File: src/rtl/pipe_pkg.sv
// Shared parameter set for pipe_stage_reg in its MEM/WB role:
// lane map, control bit positions and default widths.
package pipe_pkg;

  localparam int DEF_DATA_W = 32;
  localparam int DEF_REG_W  = 5;
  localparam int DEF_CNT_W  = 16;

  localparam int MEMWB_LANES  = 3;
  localparam int MEMWB_CTRL_W = 2;

  localparam int LANE_MEM = 0;
  localparam int LANE_ALU = 1;
  localparam int LANE_MUX = 2;

  localparam int CTRL_REGWRITE = 0;
  localparam int CTRL_MEMTOREG = 1;

endpackage

File: src/rtl/pipe_sat_counter.sv
// Saturating up-counter used to count stalled cycles of a pipeline stage.
// Holds at all-ones once reached; only clear or reset bring it back to zero.
module pipe_sat_counter
  import pipe_pkg::*;
#(
  parameter int CNT_W = DEF_CNT_W
) (
  input  logic             Clk,
  input  logic             Rst_n,
  input  logic             inc,
  input  logic             clear,
  output logic [CNT_W-1:0] count
);

  logic [CNT_W-1:0] cnt_q, cnt_d;

  // Next count: clear wins, otherwise step unless already saturated.
  always_comb begin
    cnt_d = cnt_q;
    if (clear) begin
      cnt_d = '0;
    end else if (inc && (cnt_q != {CNT_W{1'b1}})) begin
      cnt_d = cnt_q + CNT_W'(1);
    end
  end

  // Count register.
  always_ff @(posedge Clk or negedge Rst_n) begin
    if (!Rst_n) cnt_q <= '0;
    else        cnt_q <= cnt_d;
  end

  assign count = cnt_q;

endmodule

File: src/rtl/pipe_stage_reg.sv
// Parametrised pipeline stage register with valid/ready handshake, flush,
// bubble gating of control bits and a saturating stall counter.
// Build option: PIPE_SKID_EN adds a skid register so that in_ready is a
// flop output with no combinational path from out_ready. Without it, the
// stage is a single register with in_ready = !out_valid || out_ready.
module pipe_stage_reg
  import pipe_pkg::*;
#(
  parameter int DATA_W = DEF_DATA_W,
  parameter int LANES  = MEMWB_LANES,
  parameter int CTRL_W = MEMWB_CTRL_W,
  parameter int REG_W  = DEF_REG_W,
  parameter int CNT_W  = DEF_CNT_W
) (
  input  logic                    Clk,
  input  logic                    Rst_n,
  input  logic                    flush,
  input  logic                    in_valid,
  output logic                    in_ready,
  input  logic [CTRL_W-1:0]       in_ctrl,
  input  logic [REG_W-1:0]        in_rd,
  input  logic [LANES*DATA_W-1:0] in_data,
  output logic                    out_valid,
  input  logic                    out_ready,
  output logic [CTRL_W-1:0]       out_ctrl,
  output logic [REG_W-1:0]        out_rd,
  output logic [LANES*DATA_W-1:0] out_data,
  output logic [CNT_W-1:0]        stall_cnt
);

  localparam int PW = LANES * DATA_W;

  logic              main_valid_q, main_valid_d;
  logic [CTRL_W-1:0] main_ctrl_q, main_ctrl_d;
  logic [REG_W-1:0]  main_rd_q, main_rd_d;
  logic [PW-1:0]     main_data_q, main_data_d;

  logic take_in;
  logic drain;

  assign take_in = in_valid && in_ready;
  assign drain   = main_valid_q && out_ready;

`ifdef PIPE_SKID_EN
  logic              skid_valid_q, skid_valid_d;
  logic [CTRL_W-1:0] skid_ctrl_q, skid_ctrl_d;
  logic [REG_W-1:0]  skid_rd_q, skid_rd_d;
  logic [PW-1:0]     skid_data_q, skid_data_d;

  // Skid occupancy is itself a flop, so in_ready carries no path from out_ready.
  assign in_ready = !skid_valid_q;

  // Main/skid steering: when main frees up it takes skid first, then input;
  // input arriving while main is stuck lands in skid.
  always_comb begin
    main_valid_d = main_valid_q;
    main_ctrl_d  = main_ctrl_q;
    main_rd_d    = main_rd_q;
    main_data_d  = main_data_q;
    skid_valid_d = skid_valid_q;
    skid_ctrl_d  = skid_ctrl_q;
    skid_rd_d    = skid_rd_q;
    skid_data_d  = skid_data_q;
    if (flush) begin
      main_valid_d = 1'b0;
      skid_valid_d = 1'b0;
    end else if (!main_valid_q || drain) begin
      if (skid_valid_q) begin
        main_valid_d = 1'b1;
        main_ctrl_d  = skid_ctrl_q;
        main_rd_d    = skid_rd_q;
        main_data_d  = skid_data_q;
        skid_valid_d = take_in;
        if (take_in) begin
          skid_ctrl_d = in_ctrl;
          skid_rd_d   = in_rd;
          skid_data_d = in_data;
        end
      end else if (take_in) begin
        main_valid_d = 1'b1;
        main_ctrl_d  = in_ctrl;
        main_rd_d    = in_rd;
        main_data_d  = in_data;
      end else begin
        main_valid_d = 1'b0;
      end
    end else if (take_in) begin
      skid_valid_d = 1'b1;
      skid_ctrl_d  = in_ctrl;
      skid_rd_d    = in_rd;
      skid_data_d  = in_data;
    end
  end

  // Skid register.
  always_ff @(posedge Clk or negedge Rst_n) begin
    if (!Rst_n) begin
      skid_valid_q <= 1'b0;
      skid_ctrl_q  <= '0;
      skid_rd_q    <= '0;
      skid_data_q  <= '0;
    end else begin
      skid_valid_q <= skid_valid_d;
      skid_ctrl_q  <= skid_ctrl_d;
      skid_rd_q    <= skid_rd_d;
      skid_data_q  <= skid_data_d;
    end
  end
`else
  // Single register: accept when empty or emptying this cycle.
  assign in_ready = !main_valid_q || out_ready;

  // Load on accept, empty on drain; flush drops both held and offered entries.
  always_comb begin
    main_valid_d = main_valid_q;
    main_ctrl_d  = main_ctrl_q;
    main_rd_d    = main_rd_q;
    main_data_d  = main_data_q;
    if (flush) begin
      main_valid_d = 1'b0;
    end else if (take_in) begin
      main_valid_d = 1'b1;
      main_ctrl_d  = in_ctrl;
      main_rd_d    = in_rd;
      main_data_d  = in_data;
    end else if (drain) begin
      main_valid_d = 1'b0;
    end
  end
`endif

  // Main register.
  always_ff @(posedge Clk or negedge Rst_n) begin
    if (!Rst_n) begin
      main_valid_q <= 1'b0;
      main_ctrl_q  <= '0;
      main_rd_q    <= '0;
      main_data_q  <= '0;
    end else begin
      main_valid_q <= main_valid_d;
      main_ctrl_q  <= main_ctrl_d;
      main_rd_q    <= main_rd_d;
      main_data_q  <= main_data_d;
    end
  end

  // A bubble must never present live control bits (e.g. RegWrite).
  assign out_valid = main_valid_q;
  assign out_ctrl  = main_valid_q ? main_ctrl_q : '0;
  assign out_rd    = main_rd_q;
  assign out_data  = main_data_q;

  // Stall count survives flush; only reset clears it.
  pipe_sat_counter #(
    .CNT_W (CNT_W)
  ) u_stall_cnt (
    .Clk   (Clk),
    .Rst_n (Rst_n),
    .inc   (main_valid_q && !out_ready),
    .clear (1'b0),
    .count (stall_cnt)
  );

endmodule

File: config.mk
export PLATFORM = sky130hd
export DESIGN_NAME = pipe_stage_reg
export DESIGN_NICKNAME = d
export VERILOG_FILES = /design/src/rtl/pipe_pkg.sv /design/src/rtl/pipe_sat_counter.sv /design/src/rtl/pipe_stage_reg.sv
export SDC_FILE = /design/constraint.sdc
export NUM_CORES = 1
export LEC_CHECK = 0
export CORE_UTILIZATION = 44
export DETAILED_ROUTE_END_ITERATION = 8
export HOLD_SLACK_MARGIN = 0.02
export PLACE_DENSITY_LB_ADDON = 0.2
export SLEW_MARGIN = 0
export SYNTH_ARGS = -nofsm -noshare
export SYNTH_HDL_FRONTEND = slang
export SYNTH_SLANG_ARGS = --single-unit
File: constraint.sdc
create_clock -name Clk -period 2.45 [get_ports Clk]
set_input_delay 0.49 -clock Clk [delete_from_list [all_inputs] [get_ports Clk]]
set_output_delay 0.49 -clock Clk [all_outputs]
set_load 0.02 [all_outputs]
Word level (Yosys, flattened, before mapping)
Index checks and enable logic that the tools add are counted.
Storage, ports and cells
  bits in registers: 120
  latch bits: 0
  memory bits (writable): 0
  memory bits (read-only): 0
  bits of input ports: 108
  output and inout bits: 121
  word-level logic and storage cells: 21
  memories kept: 0
Operators by class
  add/subtract/negate cells: 1
  multipliers: 0
  divide/modulo/power cells: 0
  magnitude comparators: 0
  equal/unequal tests: 1
  shift-type cells: 0
  mux-type cells: 4
  bitwise operators: 1
  reduce and logical (&&, ||, !) cells: 9
Operator list (count)
  $add A16 B1 Y16 const B: 1
  $ne A16 B16 Y1 const B: 1
  $logic_and A1 B1 Y1: 4
  $mux W1: 3
  $reduce_bool A3 Y1: 1
  $logic_not A1 Y1: 2
  $mux W2: 1
  $reduce_and A2 Y1: 1
  $logic_or A1 B1 Y1: 1
  $not A1 Y1: 1

Longest topological paths before layout
Gate-level depths: netlist of the first run.
  word-level depth: 5
  gate-level depth with buffers: 5

Cells and area by module
A second synthesis of the first run with hierarchy kept.
Second synthesis, totals
  cell total of the unflattened synthesis: 324
  area total of the unflattened synthesis: 4859.7 µm²
Modules (own cells, without submodules)
  pipe_stage_reg: times used 1, cells each 226, area an instance 3917.5 µm²
  pipe_sat_counter: times used 1, cells each 98, area an instance 942.2 µm²

Worst setup path before layout of the first run
OpenSTA, ideal clock, no wires.
  path kind: register -> register
  start point: reg u_stall_cnt.cnt_q[0] (netlist: u_stall_cnt.count[0])
  end point: reg u_stall_cnt.cnt_q[1] (netlist: u_stall_cnt.count[1])
  library setup time: 0.125 ns
  arrival time: 1.639 ns
  setup slack: 0.686 ns
  stages on the path, launching flop included: 6
  path buffers: 0
  cells stage by stage: dfrtp_1 ha_1 nand3_1 nor4_4 nor2_2 mux2_4
On the way
  cells in the longest elaborated chain, start to end: 2
  elaborated cells on any way between the ends: 3
RTL lines
  start: declaration: RTL line pipe_sat_counter.sv:15  | logic [CNT_W-1:0] cnt_q, cnt_d;
  start signal: assignment: RTL line pipe_sat_counter.sv:30  | else cnt_q <= cnt_d;
  branches (longest 2 deep; another with $add A16 B1 Y16)
Parallel ways; which one is timed is not known.
A chain may end at the register's enable or synchronous reset.

Worst setup path in the final report of the first run
  start point: in out_ready
  end point: out in_ready
On the way
  cells in the longest elaborated chain, start to end: 1
RTL lines
  start: declaration: RTL line pipe_stage_reg.sv:24  | input logic out_ready,
  $logic_or A1 B1 Y1: RTL line pipe_stage_reg.sv:111  | assign in_ready = !main_valid_q || out_ready;
  end: declaration: RTL line pipe_stage_reg.sv:19  | output logic in_ready,
Every way passes these cells.

==> flow_summary.ini, run 1 <==
[status]
status = complete, no violations

[sta]
max_freq_mhz = 429
fin_crit_sh = 0.952
drv_slew = 0
skew_ns = 0.00556
setup_viol = 0
whs_ns = 0.495
hold_viol_final = 0
worst_pin_slew_ns = 0.577
fin_tns_setup_ns = 0
min_period_ns = 2.33
max_slew_margin = 0.615
rsz0062_at_grt = no

[power]
p_leak_nw = 3.27
combPwrFrac = 0.267
p_seq_frac = 0.377
ir_drop_mv = 0.460
pwr-share-clk = 0.356
switching_power_w = 0.00182
switching_share = 0.271
power_density_nw_per_um2 = 861
internal-power_w = 0.00490

[finish]
mostFrequentLayoutCell = clkdlybuf4s50_1
layout_common_cells = clkdlybuf4s50_1, dfrtp_1, mux2_2
nFillCells = 702
fin_nets = 651
drive_above_1_share = 0.275
layout-area-overhead-vs-synth_pct = 67.1
antenna_cells = 0

[worst_setup_path]
reg2reg_depth = 5
crit_path_max_incr_delay_ns = 0.59
cp.arrival_ns = 1.84
path_class = input port to primary output
cp_slowest_cell = clkdlybuf4s50_1
crit_required_ns = 1.96
timing.rr.start = out_valid
startpoint_type = input port
critPathBufInv = 3
cp_top_family = buffers and inverters
regToRegEndpoint = out_data[52]
path_max_fanout = 4
crit_top_cell = clkdlybuf4s50_1
crit_chain = clkdlybuf4s50_1 -> and2b_1 -> inv_2 -> clkdlybuf4s50_1
r2r_slack_ns = 0.65
end_kind = primary output

[clock_network]
htreeDepth = 4
cts_tree = yes
cts_sinks = 120
insertion_delay_ns = 0.50
cts_resized = 0
clockBufferDepth = 2
post_cts_buffers = 0
clk_pin_slew_ns = 0.06
clockRootBuffer = clkbuf_8
cts_buffers = 17

[die]
core_area_um2 = 10300
die_x_um = 105
dieArea_um2 = 11000
die_h_um = 105
ios = 229
rows = 37
start_util = 0.452

[drt]
drtPass1Iterations = 3
via_per_inst = 4.86
drt_wl_total_um = 11600
avgRoutedWirePerCell_um = 16.8
antenna_left = 0
vias = 3348
drc = 0
drt_iter0_markers = 136

[global_routing]
grt_pass1_vias = 3679
grtUsageTotal = 0.224
overflow = 0
grt_pass1_wl_um = 18800
antenna_found_initial = 0
grt_start_max_net_pins = 59

[min_path]
min_to = u_stall_cnt.count[15]
hold_depth = 1
hold_class = flip-flop to flip-flop
worstHoldStart = u_stall_cnt.count[15]

[logic_synthesis]
syn-instance-count = 293
ys_types = 26
netlist_area_um2 = 4670
synth_top_area_share = 0.644
syn-num-nets = 402
avgSynthCellArea_um2 = 15.9
ys.warnings.count = 0
synth.area.top_cells = dfrtp_1, mux2_2, xor2_1
ys_seq_area_frac = 0.644
yosys.area.top_type = dfrtp_1
ys_ff_latch = 120

[placement]
place.gp.congestion = 0.776
io_buffers = 228
hpwl_um = 8410

[flow_run]
cap_violations = 0
metrics by stage:
stage	cells	setup WS (ns)	power, W	instance area [µm²]	utilization
global placement	658	0.122	0.00431	7210	0.699
CTS	689	0.116	0.00680	7790	0.755
finish	689	0.118	0.00671	7790	0.755
detailed placement	658	0.121	0.00436	7210	0.699
global route	689	0.0505	0.00701	7790	0.755
floorplan	293	0.686	0.00334	4670	-
registers in the layout, summed over array words and instances, names as in the netlist:
signal / count
out_data: 96
u_stall_cnt.count: 16
main_ctrl_q: 2
out_valid: 1
out_rd: 5
area by class of cell:
type,instances,area (µm²),area share
flip-flops and latches,120,3000,0.385
well taps,136,170,0.0218
multi-input cells,161,1590,0.204
repair buffers,241,2450,0.315
clock inverters,10,128,0.0164
inverters,1,3.75,0.000482
clock buffers,20,445,0.0571
layer usage:
layer  global-route usage  share of wire  wire length (µm)  vias to the layer above
li1                     -              -                 -                     1536
met1                0.254           0.39              4580                     1645
met2                0.386           0.52              6000                      149
met3               0.0730          0.067               775                       18
met4               0.0976          0.022               260                        0
met5                    0              0                 0                        -
cells in the mapped netlist, drive strengths merged:
| cell | number |
|---|---|
| and2 | 2 |
| nor4 | 4 |
| and2b | 1 |
| or3 | 1 |
| nand3 | 2 |
| xor2 | 8 |
| nand2 | 8 |
| nor2 | 6 |
| ha | 1 |
| nor3 | 4 |
| and4 | 1 |
| o2111ai | 1 |
| mux2 | 104 |
| nand4 | 8 |
| buf | 11 |
| xnor2 | 7 |
| and3 | 2 |
| nor3b | 1 |
| inv | 1 |
| dfrtp | 120 |
worst max-delay path by stage:
| stage | from | endpoint | depth (start not counted) |
|---|---|---|---|
| 3_5_place_dp | out_ready | out_data[52] | 6 |
| 2_1_floorplan | u_stall_cnt.count[0] | u_stall_cnt.count[1] | 5 |
| 3_3_place_gp | out_ready | in_ready | 4 |
| 4_1_cts | out_ready | in_ready | 4 |
| 6_report | out_ready | in_ready | 4 |
| 5_1_grt | out_ready | in_ready | 4 |
timing repair:
action	in CTS	in global routing
hold buffers	1	0
setup endpoints to repair	0	0
hold endpoints to repair	43	0
cells by family (layout without fill, tap and decap cells):
group	after synthesis	in the layout	share of synthesized area
DFF	120	120	0.644
and+or+nand+nor	40	40	0.0550
AOI/OAI and AO/OA	1	1	0.00188
muxes	104	104	0.252
adders and majority gates	1	1	0.00268
buffers and inverters	12	272	0.0169
xor gates and xnor gates	15	15	0.0282
power groups by stage:
stage          sequential [W]  clock [W]  combinational [W]
2_1_floorplan         0.00295          0           0.000389
4_1_cts               0.00253    0.00245            0.00181
5_1_grt               0.00258    0.00255            0.00188
6_report              0.00253    0.00239            0.00179
3_3_place_gp          0.00253          0            0.00177
3_5_place_dp          0.00255          0            0.00180
Power figures use the tool's default switching activity.
==> run 2, diff against run 1 <==
- CORE_MARGIN: not set -> 2
==> run 2 against run 1 <==
Net effect:
- cell count up 0.44%
- first-iteration DRC count down 4.4%
- clock power barely moved
- power fell by 0.32%
- global-route usage fell by 1.4 points
- register-to-register slack worse by 0.02 ns
- clock skew is 0.0021 ns higher
- clock-buffer cell count is the same
- fmax is essentially flat
- die area increased by 3.8%
- core utilization up 0.19 points
- sequential share of layout area shrank 0.099 points
- critical path type unchanged
- largest cell class unchanged
- highest routed layer unchanged
==> flow_summary.ini, run 2 (synthesis results as in run 1) <==
[drt]
drc = 0
drt_wl_total_um = 11600
antenna_left = 0
vias = 3364
avgRoutedWirePerCell_um = 16.8
drt_iter0_markers = 130
via_per_inst = 4.86
drtPass1Iterations = 4

[placement]
hpwl_um = 8680
dp_slack_ns = 0.101
dpl.cell_count = 660
io_buffers = 228
place.gp.congestion = 0.791

[worst_setup_path]
crit_required_ns = 1.96
crit_top_cell = clkdlybuf4s50_1
crit_path_max_incr_delay_ns = 0.59
crit_chain = clkdlybuf4s50_1 -> and2b_1 -> inv_2 -> clkdlybuf4s50_1
cp_slowest_cell = clkdlybuf4s50_1
path_max_fanout = 4
startpoint_type = input port
path_class = input port to primary output
r2r_slack_ns = 0.63
cp.arrival_ns = 1.84
end_kind = primary output

[clock_network]
cts_buffers = 17
htreeDepth = 4
cts_sinks = 120
insertion_delay_ns = 0.50
clockRootBuffer = clkbuf_8
clk_pin_slew_ns = 0.05
cts_tree = yes
clockBufferDepth = 2

[finish]
fin_nets = 653
antenna_cells = 0
drive_above_1_share = 0.277
layout_common_cells = clkdlybuf4s50_1, dfrtp_1, mux2_2
largest_reg_flops = 96
mostFrequentLayoutCell = clkdlybuf4s50_1
layout-area-overhead-vs-synth_pct = 67.5
finalNonFillerCells = 692
final_util = 0.757

[global_routing]
grtUsageTotal = 0.210
grt_pass1_wl_um = 18400
antenna_found_initial = 0
grt_pass1_vias = 3625
grt_start_max_net_pins = 54
overflow = 0

[flow_run]
cap_violations = 0

[power]
ir_drop_mv = 0.432
power_density_nw_per_um2 = 856
finalPower_w = 0.00669
p_leak_nw = 3.28

[sta]
worst_pin_slew_ns = 0.423
rsz0062_at_grt = no
min_period_ns = 2.33
drv_slew = 0
hold_viol_final = 0
max_freq_mhz = 429
max_slew_margin = 0.716
fin_crit_sh = 0.952
setup_viol = 0
fin_tns_setup_ns = 0
skew_ns = 0.00767
setup_slack_ns = 0.118

[die]
start_util = 0.452
core_area_um2 = 10300
rows = 37
ios = 229
die_x_um = 107
die_h_um = 107
dieArea_um2 = 11400

[min_path]
hold_class = input port to asynchronous set/reset pin

[status]
status = complete, no violations
-- run 2: area by class of cell --
cell class / count / area, µm²
clock buffer: 20 / 435
clock inverter: 11 / 130
fill: 643 / 2510
inverter: 1 / 3.75
multi-input combinational: 161 / 1590
sequential: 120 / 3000
tap: 136 / 170
timing repair buffer: 243 / 2480
-- run 2: path summary, 6_finish.rpt --
| path | start | to | cells past startpoint |
|---|---|---|---|
| worst max-delay path | out_ready | in_ready | 4 |
| worst min-delay path | Rst_n | out_data[43] | 2 |
| worst max register to register | u_stall_cnt.count[0] | u_stall_cnt.count[1] | 5 |
| worst min register to register | out_data[59] | out_data[59] | 1 |
| max in group asynchronous | Rst_n | out_data[8] | 3 |
| min in group Clk | out_data[59] | out_data[59] | 1 |
-- run 2: timing repair --
action	in CTS	in global routing
gates resized for setup	0	0
setup buffers	0	0
hold endpoints to repair	22	0
hold buffers	1	0
endpoints found under the setup margin	0	0
-- run 2: critical path, delay by kind of cell --
kind          cells  cell delay, ns
simple gates      1            0.24
buf+inv           3            1.12
-- run 2: power breakdown --
part	switching [W]	total, W	internal (W)
clock network	0.000820	0.00237	0.00155
logic	0.000789	0.00179	0.00100
registers	0.000208	0.00253	0.00232
total	0.00182	0.00669	0.00488
-- run 2: stage by stage --
| step | cell area, µm² | hold slack [ns] |
|---|---|---|
| after floorplan | 4670 | 0.194 |
| after global placement | 7240 | 0.413 |
| after detailed placement | 7240 | 0.413 |
| after CTS | 7820 | 0.440 |
| after global routing | 7820 | 0.467 |
| final | 7820 | 0.453 |
-- run 2: per-layer routing --
layer,wire length [µm],vias up,global-route usage,part of all wire
met3,1140,18,0.0857,0.098
met4,182,0,0.0779,0.016
met2,5770,160,0.353,0.50
met5,0,-,0,0
li1,-,1547,-,-
met1,4530,1639,0.240,0.39
